<file path="config.mk">
export PLATFORM = sky130hd
export DESIGN_NAME = riscv_immgen_pipe
export DESIGN_NICKNAME = d
export VERILOG_FILES = /design/src/rtl/riscv_immgen_pipe.sv
export SDC_FILE = /design/constraint.sdc
export NUM_CORES = 1
export LEC_CHECK = 0
export BUFFER_PORTS_ARGS = -buffer_cell sky130_fd_sc_hd__clkbuf_2
export CAP_MARGIN = 20
export CORE_MARGIN = 4
export CORE_UTILIZATION = 40
export CTS_CLUSTER_SIZE = 20
export DETAILED_ROUTE_END_ITERATION = 10
export PLACE_DENSITY_LB_ADDON = 0.12
export SLEW_MARGIN = 20
export SYNTH_ARGS = -nofsm -noshare
export SYNTH_HDL_FRONTEND = slang
export SYNTH_SLANG_ARGS = --single-unit
</file>
<file path="constraint.sdc">
create_clock -name clk -period 3.3 [get_ports clk]
set_input_delay 0.495 -clock clk [delete_from_list [all_inputs] [get_ports clk]]
set_output_delay 0.495 -clock clk [all_outputs]
set_load 0.005 [all_outputs]
</file>
<file path="src/rtl/riscv_immgen_pipe.sv">
// Pipelined RV32I/RV64I immediate generator with PC-relative target.
// A one-entry skid buffer keeps in_ready registered at full throughput.
//
// Handshake: a transfer happens on a rising edge where valid && ready are both
// high; a producer holds valid and its payload until that edge, and ready never
// depends combinationally on valid of the same channel.

module riscv_immgen_pipe #(
    parameter int XLEN = 32
) (
    input  logic            clk,
    input  logic            rst,
    input  logic            flush_i,
    input  logic            in_valid,
    output logic            in_ready,
    input  logic [31:0]     inst_i,
    input  logic [XLEN-1:0] pc_i,
    input  logic [2:0]      ExtOp,
    output logic            out_valid,
    input  logic            out_ready,
    output logic [XLEN-1:0] imm_o,
    output logic [XLEN-1:0] target_o,
    output logic            err_o
);

    localparam int SHAMT_W = (XLEN == 64) ? 6 : 5;

    // Encoding is {OUT.valid, SKID.valid}, so the valid bits are the state.
    typedef enum logic [1:0] {
        EMPTY = 2'b00,
        ONE   = 2'b10,
        FULL  = 2'b11
    } pipe_state_e;

    pipe_state_e     state_q, state_d;

    logic [XLEN-1:0] imm_new;
    logic [XLEN-1:0] tgt_new;
    logic            err_new;

    logic [XLEN-1:0] out_imm_q, out_tgt_q;
    logic            out_err_q;
    logic [XLEN-1:0] skid_imm_q, skid_tgt_q;
    logic            skid_err_q;

    logic            skid_valid;
    logic            acc, pop;
    logic            load_out_in, load_out_skid, load_skid;

    // Opcode bits never contribute to any immediate.
    logic [6:0]      inst_unused;
    assign inst_unused = inst_i[6:0];

    always_comb begin
        imm_new = '0;
        err_new = 1'b0;
        case (ExtOp)
            3'b000: imm_new = {{(XLEN-12){inst_i[31]}}, inst_i[31:20]};
            3'b001: imm_new = {{(XLEN-31){inst_i[31]}}, inst_i[30:12], 12'b0};
            3'b010: imm_new = {{(XLEN-12){inst_i[31]}}, inst_i[31:25], inst_i[11:7]};
            3'b011: imm_new = {{(XLEN-12){inst_i[31]}}, inst_i[7], inst_i[30:25],
                               inst_i[11:8], 1'b0};
            3'b100: imm_new = {{(XLEN-20){inst_i[31]}}, inst_i[19:12], inst_i[20],
                               inst_i[30:21], 1'b0};
            3'b101: imm_new = {{(XLEN-5){1'b0}}, inst_i[19:15]};
            3'b110: imm_new = {{(XLEN-SHAMT_W){1'b0}}, inst_i[20 +: SHAMT_W]};
            default: err_new = 1'b1;
        endcase
    end

    assign tgt_new = pc_i + imm_new;

    assign out_valid  = state_q[1];
    assign skid_valid = state_q[0];
    assign in_ready   = !skid_valid && !rst;

    assign acc = in_valid && in_ready;
    assign pop = out_valid && out_ready;

    always_comb begin
        state_d       = state_q;
        load_out_in   = 1'b0;
        load_out_skid = 1'b0;
        load_skid     = 1'b0;
        case (state_q)
            EMPTY: begin
                if (acc) begin
                    state_d     = ONE;
                    load_out_in = 1'b1;
                end
            end
            ONE: begin
                if (acc && pop) begin
                    load_out_in = 1'b1;
                end else if (acc) begin
                    state_d   = FULL;
                    load_skid = 1'b1;
                end else if (pop) begin
                    state_d = EMPTY;
                end
            end
            FULL: begin
                if (pop) begin
                    state_d       = ONE;
                    load_out_skid = 1'b1;
                end
            end
            default: state_d = EMPTY;
        endcase
        // Flush wins over any same-cycle accept or refill.
        if (flush_i) begin
            state_d       = EMPTY;
            load_out_in   = 1'b0;
            load_out_skid = 1'b0;
            load_skid     = 1'b0;
        end
    end

    always_ff @(posedge clk) begin
        if (rst) begin
            state_q    <= EMPTY;
            out_imm_q  <= '0;
            out_tgt_q  <= '0;
            out_err_q  <= 1'b0;
            skid_imm_q <= '0;
            skid_tgt_q <= '0;
            skid_err_q <= 1'b0;
        end else begin
            state_q <= state_d;
            if (load_out_in) begin
                out_imm_q <= imm_new;
                out_tgt_q <= tgt_new;
                out_err_q <= err_new;
            end else if (load_out_skid) begin
                out_imm_q <= skid_imm_q;
                out_tgt_q <= skid_tgt_q;
                out_err_q <= skid_err_q;
            end
            if (load_skid) begin
                skid_imm_q <= imm_new;
                skid_tgt_q <= tgt_new;
                skid_err_q <= err_new;
            end
        end
    end

    assign imm_o    = out_imm_q;
    assign target_o = out_tgt_q;
    assign err_o    = out_err_q;

endmodule

</file>
==> out/summary.log <==
qor: outcome.status completed
qor: timing.count_of_endpoints_failing_hold_in_the_final_timing_report 0
qor: yosys.synth_nets 993
qor: finish.area_growth 33.04%
qor: setup_path.r2r.worst_path.cells 9
qor: timing.timing.final.crit_share 93.76%
qor: setup_path.critical_path.reg2reg.endpoint imm_o[19]
qor: cts.cts-buffers-inserted 17
qor: yosys.ys_seq_area_share 36.73%
qor: setup_path.cp_slowest_stage_delay 0.41 ns
qor: finish.finalInstanceArea 9572 sq um
qor: cts.clock_tree_root_driver_cell clkbuf_16
qor: finish.num-fill-cells 1637
qor: finish.design.final.nets 1220
qor: finish.layout.cells.most_common buf_4
qor: finish.antenna_cells 0
qor: route.remaining_drc_errors 0
qor: floorplan.floorplan.rows 48
qor: timing.finalSetupViolations 0
qor: power_and_ir_drop.pwr_density_cell 477.7 nW/um^2
qor: placement.placement.io_buffers 131
qor: yosys.asyncSetResetFlopFracSynth 0%
qor: yosys.netlist-cell-type-count 68
qor: yosys.synthesis.instances 885
qor: power_and_ir_drop.netSwitchingFraction 28.75%
qor: setup_path.rr_startpoint state_q[0]
qor: power_and_ir_drop.pwr-share-clk 39.2%
qor: cts.cts_buffer_depth 2
qor: timing.unrepaired_setup_endpoints_after_global_routing false
qor: cts.tritoncts_clock_tree done
qor: setup_path.worstSetupPathType primary input to flop
qor: placement.dpl.hpwl 16.31 mm
qor: setup_path.timing.reg2reg.setup_slack 0.76 ns
qor: setup_path.crit_end skid_tgt_q[31]
qor: yosys.synth_edf_count 0
qor: cts.h-tree-depth 4
qor: route.routedWlPerCell 16.97 um
qor: timing.fmax 323.2 MHz
qor: power_and_ir_drop.max-vdd-ir-drop 376.2 uV
qor: worst_hold_path.hold_class primary input to flop
qor: power_and_ir_drop.p_leak 4.197 nW
qor: grt.grt_first_pass_wirelength 36.18 mm
qor: grt.first_global_vias 6870
qor: grt.grt_antenna_before_repair 0
qor: floorplan.start_util 41.17%
qor: floorplan.dieWidth 142.1 um
qor: power_and_ir_drop.combPwrFrac 24.1%
qor: finish.drive_gt1_share 29.87%
qor: setup_path.cp_data_arrival_time 3.34 ns
qor: timing.worst_clock_skew 0.007076 ns
qor: route.dr.pass1.iters 8
qor: power_and_ir_drop.switching_power 1.315 mW
qor: setup_path.worst_setup_path_start_kind primary input
qor: setup_path.slowest_stage_cell_cp o21ai_0
qor: setup_path.critPathMostFrequentCell o21ai_0
qor: placement.postPlaceCellArea 8975 sq um
qor: placement.dp_cells 1318
qor: cts.postCtsSetupRepairBufs 0
qor: floorplan.core 17480 sq um
qor: setup_path.setup.worst_path.start ExtOp[0]
qor: cts.numClockSinks 132
qor: finish.post_layout_nonfiller_instances 1350
qor: setup_path.crit_path_max_fanout 12
qor: route.detail_route.vias_per_cell 5.456
qor: floorplan.io_pins 139
qor: timing.drv_slew 0
qor: yosys.syn_area 7194 sq um
qor: setup_path.endpoint_kind flop
qor: power_and_ir_drop.share_seq_of_total_power 36.7%
qor: yosys.synth_flop_cell dfxtp_1
qor: route.dr_total_vias 7365
qor: run.drv_cap 0
qor: timing.timing.max_slew.rel_slack 26.95%
qor: timing.tightestPinTransition 1.096 ns
qor: yosys.synth.yosys.warnings 0
qor: floorplan.floorplan.die_area 20200 sq um
qor: route.drt_iter0_drc 650
qor: grt.grt_util_all_layers 22.39%
qor: cts.worstSkewPairLatency 0.42 ns
qor: power_and_ir_drop.internal-power 3.258 mW
qor: cts.path_clk_slew 0.06 ns
qor: floorplan.die_height 142.1 um
qor: finish.mostFrequentLayoutCells 145 x buf_4, 132 x dfxtp_1, 130 x clkbuf_2, 128 x nor2_1, 92 x nand2_1
qor: setup_path.timing.critical_path.required 3.55 ns
qor: setup_path.path_cells clkbuf_2, nor2b_1, buf_4, nor2b_1, buf_4, a21oi_1, o21ai_0, ha_1, o21a_1, o21ai_0, a221oi_1, o21ai_0, a31oi_1, a211oi_2, a211oi_1
qor: grt.largest_net_degree_at_the_start_of_global_routing 106
qor: route.final_antenna_net_count 0
qor: placement.gpl.final_weighted_congestion 0.8938
qor: yosys.synth.avg_cell_area 8.129 sq um
qor: route.wirelength 22.91 mm
qor: yosys.synth.ff_latch_count 132
qor: grt.grt_overflow_total 0
qor: timing.period_minus_slack 3.094 ns
how the worst min path moves through the flow:
stage	cells after the start	slack (ns)	end	from
global placement	2	0.44	skid_imm_q[5]	skid_imm_q[5]
CTS	2	0.39	state_q[1]	flush_i
floorplan	2	0.44	skid_imm_q[10]	skid_imm_q[10]
finish	2	0.40	state_q[1]	flush_i
global route	2	0.42	state_q[1]	flush_i
detailed placement	2	0.45	skid_tgt_q[20]	skid_tgt_q[20]
timing repair:
item                       CTS  global route
hold buffers                 0             0
setup endpoints to repair    0            30
resized for setup            0            11
cells by family after synthesis:
| family | after synthesis | share of synthesized area (%) |
|---|---|---|
| AND/OR/NAND/NOR | 328 | 20.96 |
| XOR/XNOR | 24 | 2.922 |
| flip-flops | 132 | 36.73 |
| adder cells (fa/ha/maj) | 36 | 6.365 |
| multiplexers | 2 | 0.2783 |
| buffers and inverters | 88 | 5.148 |
| AO/OA/AOI/OAI | 275 | 27.60 |
sequential cells by signal, summed over array words and instances, names as in the netlist:
| signal | flops |
|---|---|
| err_o | 1 |
| imm_o | 32 |
| skid_err_q | 1 |
| skid_imm_q | 32 |
| skid_tgt_q | 32 |
| state_q | 2 |
| target_o | 32 |
through the flow:
step / setup slack [ns] / util [%] / TNS [ns] / hold WS, ns / power (mW)
finish: 0.2059 / 54.77 / 0 / 0.4007 / 4.573
global route: 0.01284 / 54.77 / 0 / 0.4151 / 4.800
CTS: 0.1307 / 54.55 / 0 / 0.3865 / 4.590
detailed placement: -0.2821 / 51.35 / -6.054 / 0.4468 / 2.798
global placement: -0.2841 / 51.35 / -5.397 / 0.4410 / 2.795
floorplan: 0.002348 / - / 0 / 0.4357 / 2.303
layout make-up:
cell class                 count  area (sq um)  area share [%]
tap                          225         281.5           2.941
inverter                      19         71.32          0.7451
clock buffer                  24         481.7           5.033
timing repair buffer         277          1779           18.59
multi-input combinational    665          4239           44.29
sequential                   132          2643           27.61
clock inverter                 8         76.32          0.7974
per-layer routing:
metal	routed length [um]	vias to the layer above	GRT usage, %
li1	-	3712	-
met1	11190	3389	32.57
met2	9957	245	33.91
met3	1503	19	4.805
met4	251	0	5.354
met5	0	-	0
cells in the mapped netlist, types with 4 or more instances:
master | n | share of area, %
dfxtp_1 | 132 | 37
a22oi_1 | 23 | 2.4
ha_1 | 35 | 6.1
and2_1 | 12 | 1.0
o21a_1 | 6 | 0.63
o21ai_1 | 4 | 0.28
a211oi_1 | 11 | 1.1
nand4_1 | 13 | 1.1
a31oi_1 | 8 | 0.70
a222oi_1 | 44 | 6.1
xnor2_1 | 16 | 1.9
nor2b_1 | 5 | 0.43
a211o_1 | 5 | 0.61
o21ai_0 | 37 | 2.6
o22ai_1 | 12 | 1.0
nand3b_1 | 14 | 1.5
nor2_1 | 128 | 6.7
or3_1 | 4 | 0.35
buf_6 | 4 | 0.63
inv_1 | 19 | 0.99
o211ai_1 | 4 | 0.42
nor3_1 | 30 | 2.1
a21oi_1 | 65 | 4.5
nand2_1 | 92 | 4.8
xor2_1 | 8 | 0.97
buf_2 | 7 | 0.49
a21o_1 | 26 | 2.7
clkbuf_1 | 54 | 2.8
nand3_1 | 11 | 0.77
power groups by stage:
stage	registers, mW	clock network (mW)	logic, mW
finish	1.68	1.79	1.10
global route	1.68	1.91	1.21
CTS	1.68	1.82	1.09
detailed placement	1.71	0	1.09
global placement	1.71	0	1.08
floorplan	1.71	0	0.595
critical path, delay by kind of cell:
family / cells / cell delay (ns)
AND/OR/NAND/NOR: 2 / 0.24
AO/OA/AOI/OAI: 9 / 1.85
buffers and inverters: 3 / 0.40
adder cells (fa/ha/maj): 1 / 0.37
(Power assumes the default switching activity.)
